File: src/rtl/hdb3_t2d_if.sv
// rtl/hdb3_t2d_if.sv - symbol-in / bit-out stream bundle for the HDB3 decoder
//
// Signals:
//   in_valid   polar_in carries a symbol this cycle
//   polar_in   2'b10 = +1, 2'b01 = -1, 2'b00 = 0, 2'b11 = illegal
//   out_valid  data_out carries a decoded bit this cycle
//   data_out   decoded NRZ bit
// Modports:
//   master     symbol source / bit sink (drives in_valid, polar_in)
//   slave      decoder (drives out_valid, data_out)
interface hdb3_t2d_if;
  logic       in_valid;
  logic [1:0] polar_in;
  logic       out_valid;
  logic       data_out;

  modport master (output in_valid, output polar_in, input out_valid, input data_out);
  modport slave  (input in_valid, input polar_in, output out_valid, output data_out);
endinterface

File: src/rtl/hdb3_t2d.sv
// rtl/hdb3_t2d.sv - HDB3 ternary-to-NRZ decoder with line-code error reporting
//
// Ports:
//   clk        system clock, all logic on posedge
//   rst        synchronous active-high reset
//   lane       hdb3_t2d_if.slave: in_valid/polar_in in, out_valid/data_out out
//   v_det      pulse: accepted symbol was a violation
//   code_err   pulse: accepted symbol was 2'b11
//   zero_err   pulse: accepted zero made a run of >= 4 zeros
//   v_err      pulse: violation not preceded by two zeros
//   err_cnt    saturating count of cycles with any error pulse
module hdb3_t2d #(
  parameter logic LAST_POL_INIT = 1'b0,
  parameter int   CNT_W         = 16
) (
  input  logic             clk,
  input  logic             rst,
  hdb3_t2d_if.slave        lane,
  output logic             v_det,
  output logic             code_err,
  output logic             zero_err,
  output logic             v_err,
  output logic [CNT_W-1:0] err_cnt
);

  logic [3:0] sr;        // decode window, sr[0] newest
  logic [2:0] fill;      // accepts since reset, saturating at 4
  logic [2:0] zrun;      // consecutive zero/illegal run, saturating at 7
  logic       last_pol;  // polarity of the most recent mark

  logic       is_mark;
  logic       pol;
  logic       is_v;
  logic       new_bit;
  logic [2:0] zrun_nxt;
  logic       c_err_nxt;
  logic       z_err_nxt;
  logic       v_err_nxt;
  logic       any_err;

  always_comb begin
    is_mark   = (lane.polar_in == 2'b10) || (lane.polar_in == 2'b01);
    pol       = (lane.polar_in == 2'b10);
    is_v      = is_mark && (pol == last_pol);
    new_bit   = is_mark && !is_v;
    // Illegal symbols decode as zeros, so they extend the zero run too.
    zrun_nxt  = is_mark ? 3'd0 : ((zrun == 3'd7) ? 3'd7 : zrun + 3'd1);
    c_err_nxt = (lane.polar_in == 2'b11);
    z_err_nxt = !is_mark && (zrun_nxt >= 3'd4);
    // A well-formed 000V / B00V has zeros in the two slots just before V.
    v_err_nxt = is_v && (sr[0] | sr[1]);
    any_err   = c_err_nxt | z_err_nxt | v_err_nxt;
  end

  always_ff @(posedge clk) begin
    if (rst) begin
      sr             <= 4'b0000;
      fill           <= 3'd0;
      zrun           <= 3'd0;
      last_pol       <= LAST_POL_INIT;
      lane.out_valid <= 1'b0;
      lane.data_out  <= 1'b0;
      v_det          <= 1'b0;
      code_err       <= 1'b0;
      zero_err       <= 1'b0;
      v_err          <= 1'b0;
      err_cnt        <= '0;
    end else begin
      lane.out_valid <= 1'b0;
      v_det          <= 1'b0;
      code_err       <= 1'b0;
      zero_err       <= 1'b0;
      v_err          <= 1'b0;
      if (lane.in_valid) begin
        // On V, the B (or the zero in its slot) sits at sr[2]; wipe the
        // three younger slots so both B and V leave as zeros.
        sr <= {is_v ? 3'b000 : sr[2:0], new_bit};
        if (fill == 3'd4) begin
          lane.out_valid <= 1'b1;
          lane.data_out  <= sr[3];
        end else begin
          fill <= fill + 3'd1;
        end
        if (is_mark) begin
          last_pol <= pol;
        end
        zrun     <= zrun_nxt;
        v_det    <= is_v;
        code_err <= c_err_nxt;
        zero_err <= z_err_nxt;
        v_err    <= v_err_nxt;
        if (any_err && (err_cnt != {CNT_W{1'b1}})) begin
          err_cnt <= err_cnt + CNT_W'(1);
        end
      end
    end
  end

endmodule

File: src/flat_wrapper.sv
// flat-port wrapper written by rule: the top's interface ports become plain ports
module hdb3_t2d_flat 
#(
  parameter logic LAST_POL_INIT = 1'b0,
  parameter int   CNT_W         = 16
)
  (clk, rst, v_det, code_err, zero_err, v_err, err_cnt, lane_in_valid, lane_polar_in, lane_out_valid, lane_data_out);
  hdb3_t2d_if lane_i ();
  input  logic clk;
  input  logic rst;
  output logic v_det;
  output logic code_err;
  output logic zero_err;
  output logic v_err;
  output logic [CNT_W-1:0] err_cnt;
  input wire logic [$bits(lane_i.in_valid)-1:0] lane_in_valid;
  input wire logic [$bits(lane_i.polar_in)-1:0] lane_polar_in;
  output wire logic [$bits(lane_i.out_valid)-1:0] lane_out_valid;
  output wire logic [$bits(lane_i.data_out)-1:0] lane_data_out;
  assign lane_i.in_valid = lane_in_valid;
  assign lane_i.polar_in = lane_polar_in;
  assign lane_out_valid = lane_i.out_valid;
  assign lane_data_out = lane_i.data_out;
  hdb3_t2d #(.LAST_POL_INIT(LAST_POL_INIT), .CNT_W(CNT_W)) u_core (.clk(clk), .rst(rst), .lane(lane_i), .v_det(v_det), .code_err(code_err), .zero_err(zero_err), .v_err(v_err), .err_cnt(err_cnt));
endmodule
File: config.mk
export PLATFORM = sky130hd
export DESIGN_NAME = hdb3_t2d_flat
export DESIGN_NICKNAME = d
export VERILOG_FILES = /design/src/rtl/hdb3_t2d_if.sv /design/src/rtl/hdb3_t2d.sv /design/src/flat_wrapper.sv
export SDC_FILE = /design/constraint.sdc
export NUM_CORES = 1
export LEC_CHECK = 0
export CELL_PAD_IN_SITES_DETAIL_PLACEMENT = 0
export CELL_PAD_IN_SITES_GLOBAL_PLACEMENT = 1
export CORE_ASPECT_RATIO = 1.4
export CORE_UTILIZATION = 41
export DETAILED_ROUTE_END_ITERATION = 8
export PLACE_DENSITY_LB_ADDON = 0.1
export RECOVER_POWER = 100
export SYNTH_ARGS = -nofsm -noshare
export SYNTH_HDL_FRONTEND = slang
export SYNTH_SLANG_ARGS = --single-unit
File: constraint.sdc
create_clock -name clk -period 6.05 [get_ports clk]
set_input_delay 1.815 -clock clk [delete_from_list [all_inputs] [get_ports clk]]
set_output_delay 1.815 -clock clk [all_outputs]
set_load 0.1 [all_outputs]
==> results by group, run 1 <==
Pwr
  • Net Sw Frac: 0.249
  • Pleak: 0.716 nW
  • Pwr Total: 430 uW
  • NetSw: 107 uW
  • Reg power frac: 0.520
  • Peak VDD IR: 0.156 mV
  • Clk pwr share: 0.395
  • PD cells: 226 mW/mm^2
  • Combinational Power Share: 0.084
  • Pint: 323 uW

Detailed routing
  • Vias per cell: 5.57
  • DRT antenna net count: 0
  • Routed wire length: 3.07 mm
  • Vias: 1364
  • WL/cell: 12.5 um
  • Detailed-router iteration count before antenna repair: 4
  • Drt initial violations: 13
  • DRC viols: 0

Synthesis
  • Cell taking the most area after synthesis: dfxtp_1
  • Register area share after synthesis: 0.428
  • Top cell type's share of synthesized area: 0.428
  • Synth warn: 0
  • Mapped Cells: 180
  • Synth cell types: 34
  • Synth top area cells: dfxtp_1 43%, a21oi_1 7.8%, or4_1 6.3%
  • Synth Cell Area: 0.00155 mm^2
  • Synth Register Bits: 33
  • Mean Syn Cell Area: 8.58 um^2
  • Net Count, Synth: 191

Die
  • Initial core utilization: 0.428
  • Total die area: 0.00402 mm^2
  • Core area: 0.00361 mm^2
  • Die height: 74.6 um
  • Boundary pin count: 27
  • Row cnt: 26
  • Die Wd: 53.9 um

Setup path
  • Internal reg-to-reg setup slack: 3.78 ns
  • Setup crit start kind: primary input
  • Required @ worst endpoint: 6.25 ns
  • Max Fanout on Critical Path: 31
  • Crit. End Element: register
  • Critical Path AT: 4.50 ns
  • CP Class: primary input to register

Timing
  • Max Slew Vio Count: 0
  • Final hold vios: 0
  • Unrepaired setup endpoints after global routing: false
  • Fmax: 233 MHz
  • Finish-stage setup viols: 0
  • Relative slew slack: 0.272
  • Worst slew pin tran: 1.09 ns
  • Layout Skew: 0.00416 ns
  • Setup_tns: 0 ns
  • Final Cycle Share: 0.711
  • Post-layout minimum cycle time: 4.30 ns

Cells and area
  • Final antenna diode count: 0
  • Fillers: 372
  • Layout cells sized above 1: 0.0493
  • Final net count: 214
  • Multi-input logic area: 810 um^2
  • Area Growth Syn to Fin: 22.9%
  • Commonest cells after routing, fill and taps aside: 33 x dfxtp_1, 24 x a21oi_1, 24 x dlygate4sd3_1, 16 x nand3_1, 13 x or4_1
  • Register Area: 661 um^2
  • Most common cell after layout, fill and taps aside: dfxtp_1

Global routing
  • First-pass GRT wire length: 5.03 mm
  • Initial antenna violation count: 0
  • Met2 usage: 0.288
  • GR Util met1: 0.198
  • Largest net degree at the start of global routing: 32
  • Tot GR Track Use: 0.175
  • Most used routing layer: met2
  • Met3 GRT Util: 0.0545
  • Grt ovf: 0
  • Vias in the first global route: 1134

CTS
  • CTS max path bufs: 2
  • H-tree levels: 2
  • CTS tree: yes
  • Post-cts resize count: 0
  • Worst skew pair latency: 0.29 ns
  • Worst-path clk slew: 0.06 ns
  • Root Buffer: clkbuf_8
  • Setup Fix Bufs, Post-CTS: 0
  • Clock sinks: 33
  • Hold Buf Count CTS: 0
  • CTS buffer count: 5

Placement
  • Post-DP HPWL: 2.11 mm
  • I/O Buffers: 26
  • Final RePlAce weighted congestion: 0.763

Job
  • Max Cap Viol: 0

Outcome
  • Outcome: complete, no violations

Hold path
  • Min-delay worst type: register to register
cells by family after synthesis:
kind of cell               after synthesis  synth area share
muxes                                    3            0.0202
xor gates and xnor gates                 2            0.0113
AOI/OAI and AO/OA                       41             0.158
DFF                                     33             0.428
buffers and inverters                   17            0.0486
adders and majority gates                6            0.0486
and+or+nand+nor                         78             0.286
area by class of cell:
class / count / share of cell area
Clock buffer: 7 / 0.0455
Multi-Input combinational cell: 130 / 0.426
Timing Repair Buffer: 27 / 0.141
Inverter: 6 / 0.0119
Sequential cell: 33 / 0.348
Tap cell: 42 / 0.0277
power groups by stage:
stage | Clock [mW] | Combinational (mW) | Sequential, mW
2_1_floorplan | 0 | 0.0210 | 0.236
3_3_place_gp | 0 | 0.0368 | 0.228
3_5_place_dp | 0 | 0.0376 | 0.229
4_1_cts | 0.177 | 0.0377 | 0.224
5_1_grt | 0.183 | 0.0402 | 0.224
6_report | 0.170 | 0.0363 | 0.224
stage by stage:
step,hold WS (ns),area [um^2],utilization,instances,setup slack (ns)
floorplan,0.450,1550,-,180,2.65
global placement,0.461,1810,0.502,238,1.61
detailed placement,0.466,1810,0.502,238,1.55
CTS,0.476,1900,0.526,245,1.85
global route,0.501,1900,0.526,245,1.55
finish,0.474,1900,0.526,245,1.75
sequential cells by signal, summed over array words and instances (netlist names):
name,cells
u_core.err_cnt,16
u_core.sr,4
u_core.fill,3
u_core.zrun,3
u_core.code_err,1
u_core.lane.data_out,1
u_core.lane.out_valid,1
u_core.last_pol,1
u_core.v_det,1
u_core.v_err,1
u_core.zero_err,1
synthesized netlist by cell type, drive strengths merged:
library cell and number:
buf 7, and4 2, o31ai 11, nor3 4
inv 6, or3 1, dfxtp 33, xor2 1
and2 2, mux2i 2, a21oi 24, nor2 11
or2 1, mux2 1, and4b 1, nand4 1
o41ai 2, xnor2 1, or3b 1, nand2 12
ha 6, nor2b 3, clkbuf 4, o21ai 3
or4 13, nand3 16, o311ai 1, and3 2
nor3b 1, nand2b 7
worst max-delay path, cell delays in order:
cell,delay (ns)
dlygate4sd3_1,0.56
inv_1,0.05
ha_1,0.21
xor2_1,0.16
o311ai_0,0.32
nand2_1,0.54
or4_1,0.68
a21oi_1,0.15
metal layers:
layer | up-vias | wire length [um]
met5 | - | 0
met1 | 638 | 1330
met4 | 0 | 67
met3 | 5 | 89
li1 | 704 | -
met2 | 17 | 1580
path summary, 6_finish.rpt:
check,endpoint,start,depth (start not counted)
setup reg to reg,u_core.err_cnt[6],u_core.last_pol,5
hold reg to reg,u_core.sr[2],u_core.sr[2],2
hold / removal,u_core.sr[2],u_core.sr[2],2
setup / recovery,u_core.err_cnt[6],lane_polar_in[0],8
Note: power is estimated with default switching activity, not from simulation.
==> run 2: changes to the inputs <==
Settings changed: CORE_UTILIZATION 41 to 35.
Clock period 6.05 ns to 3.9 ns, I/O delays scaled along.
==> run 2 against run 1 <==
Net effect: largest cell class unchanged; total power rose by 55%; clock-buffer cell count unchanged; core utilization is 9.4 points lower; via count increased by 2.6%; setup slack lost 1.2 ns; highest routed layer unchanged; sequential power rose by 55%; clock skew rose by 0.0050 ns.
==> results by group, run 2 (synthesized netlist as in run 1, its figures left out) <==
Outcome
  • Outcome: complete, no violations

Placement
  • I/O Buffers: 26
  • Post-DP HPWL: 2.35 mm
  • # placed instances: 259
  • Final RePlAce weighted congestion: 0.787

CTS
  • Setup Fix Bufs, Post-CTS: 0
  • CTS tree: yes
  • Hold Buf Count CTS: 0
  • CTS max path bufs: 2
  • Post-cts resize count: 0
  • CTS buffer count: 5
  • Root Buffer: clkbuf_8
  • Worst skew pair latency: 0.28 ns
  • H-tree levels: 2
  • Worst-path clk slew: 0.07 ns
  • Clock sinks: 33

Timing
  • Max Slew Vio Count: 0
  • Final Cycle Share: 0.861
  • Layout Skew: 0.00912 ns
  • Fmax: 298 MHz
  • Finish-stage setup viols: 0
  • Unrepaired setup endpoints after global routing: false
  • Worst slew pin tran: 1.18 ns
  • Setup_tns: 0 ns
  • Relative slew slack: 0.216
  • Post-layout minimum cycle time: 3.36 ns
  • Final hold vios: 0
  • Hold_ws: 0.474 ns

Setup path
  • Max Fanout on Critical Path: 31
  • Crit. End Element: register
  • CP Class: primary input to register
  • CP Cell Sequence: dlygate4sd3_1, inv_1, ha_1, o311ai_1, nand2_1, clkbuf_2, or4_1, a21oi_1
  • Critical Path AT: 3.57 ns
  • Required @ worst endpoint: 4.11 ns
  • R2R depth: 7
  • CP Buf/Inv Count: 3
  • Worst r2r dst: u_core.err_cnt[5]
  • Crit Reg-Reg Startpoint: u_core.err_cnt[0]
  • CP Launch Point: lane_polar_in[0]
  • Setup crit start kind: primary input
  • Worst setup path end: u_core.err_cnt[15]
  • WP depth: 8
  • Critical Path Slowest Stage Cell: or4_1
  • CP peak stage delay: 0.59 ns
  • Cell family with most CP delay: buffers and inverters
  • Internal reg-to-reg setup slack: 1.90 ns

Pwr
  • Pwr Total: 668 uW
  • Peak VDD IR: 0.208 mV
  • PD cells: 365 mW/mm^2
  • Pleak: 0.628 nW

Cells and area
  • Final net count: 217
  • Area Growth Syn to Fin: 18.5%
  • Final antenna diode count: 0
  • Layout cells sized above 1: 0.0583
  • Fillers: 465
  • Most common cell after layout, fill and taps aside: dfxtp_1
  • Top reg by flops: u_core.err_cnt
  • Fin cells: 266
  • Max reg flops: 16
  • Multi-input logic area: 810 um^2
  • Largest registers: u_core.err_cnt (16), u_core.sr (4)
  • Register Area: 661 um^2
  • Commonest cells after routing, fill and taps aside: 33 x dfxtp_1, 24 x a21oi_1, 19 x clkbuf_1, 16 x nand3_1, 13 x or4_1

Detailed routing
  • WL/cell: 12.7 um
  • DRT antenna net count: 0
  • Drt initial violations: 72
  • Detailed-router iteration count before antenna repair: 4
  • Vias per cell: 5.26
  • DRC viols: 0
  • Routed wire length: 3.38 mm
  • Vias: 1400

Global routing
  • Largest net degree at the start of global routing: 32
  • First-pass GRT wire length: 5.56 mm
  • Tot GR Track Use: 0.156
  • Grt ovf: 0
  • Vias in the first global route: 1286
  • Initial antenna violation count: 0

Die
  • Die height: 80.6 um
  • Row cnt: 28
  • Total die area: 0.00469 mm^2
  • Core area: 0.00424 mm^2
  • Die Wd: 58.2 um
  • Initial core utilization: 0.365
  • Boundary pin count: 27

Job
  • Max Cap Viol: 0

Hold path
  • Min-delay worst type: register to register
[run 2: cell count changes in the layout (fill, tap and decap cells not counted), sizes merged]
cell and change:
dlygate4sd3 -17, buf +1, clkbuf +19
[run 2: report_power, final]
part	switching [mW]	internal, mW
clock	0.123	0.140
sequential	0.00409	0.343
combinational	0.0394	0.0185
total	0.167	0.501
[run 2: metal layers]
metal  GRT usage  wire [um]  part of all wire  up-vias
met4      0.0714         74             0.022        0
met3      0.0386        102             0.030        7
li1            -          -                 -      704
met5           0          0                 0        -
met2       0.287       1830              0.54       19
met1       0.162       1370              0.40      670
[run 2: cell type report]
type,count,area share
clock buffers,7,0.0471
inverters,6,0.0123
multi-input cells,130,0.442
flip-flops and latches,33,0.361
well taps,60,0.0410
repair buffers,30,0.0970
[run 2: per-stage QoR]
| stage | worst slack, ns | cell area, um^2 | util |
|---|---|---|---|
| after global routing | 0.326 | 1830 | 0.432 |
| after CTS | 0.784 | 1900 | 0.449 |
| after floorplan | 1.14 | 1550 | - |
| after detailed placement | 0.489 | 1820 | 0.428 |
| final | 0.542 | 1830 | 0.432 |
| after global placement | 0.509 | 1820 | 0.428 |
[run 2: how the worst min path moves through the flow]
stage,start,endpoint,cells past startpoint
floorplan,u_core.sr[3],u_core.sr[3],2
global route,u_core.zrun[0],u_core.zrun[0],2
global placement,u_core.sr[2],u_core.sr[2],2
CTS,u_core.sr[3],u_core.sr[3],2
finish,u_core.sr[3],u_core.sr[3],2
detailed placement,u_core.sr[3],u_core.sr[3],2
[run 2: worst reg2reg max path, cell delays in order (launching register included)]
cell and delay (ns):
dfxtp_1 0.41, ha_1 0.22, and4_1 0.29, nand2_2 0.11
nor3_2 0.16, buf_4 0.27, nor3b_1 0.09, mux2_1 0.33
==> run 3: changes to the inputs <==
Settings changed: CTS_CLUSTER_DIAMETER set to 120.
==> results of run 3 <==
The final DEF is identical to that of run 2; final timing and power are the same.
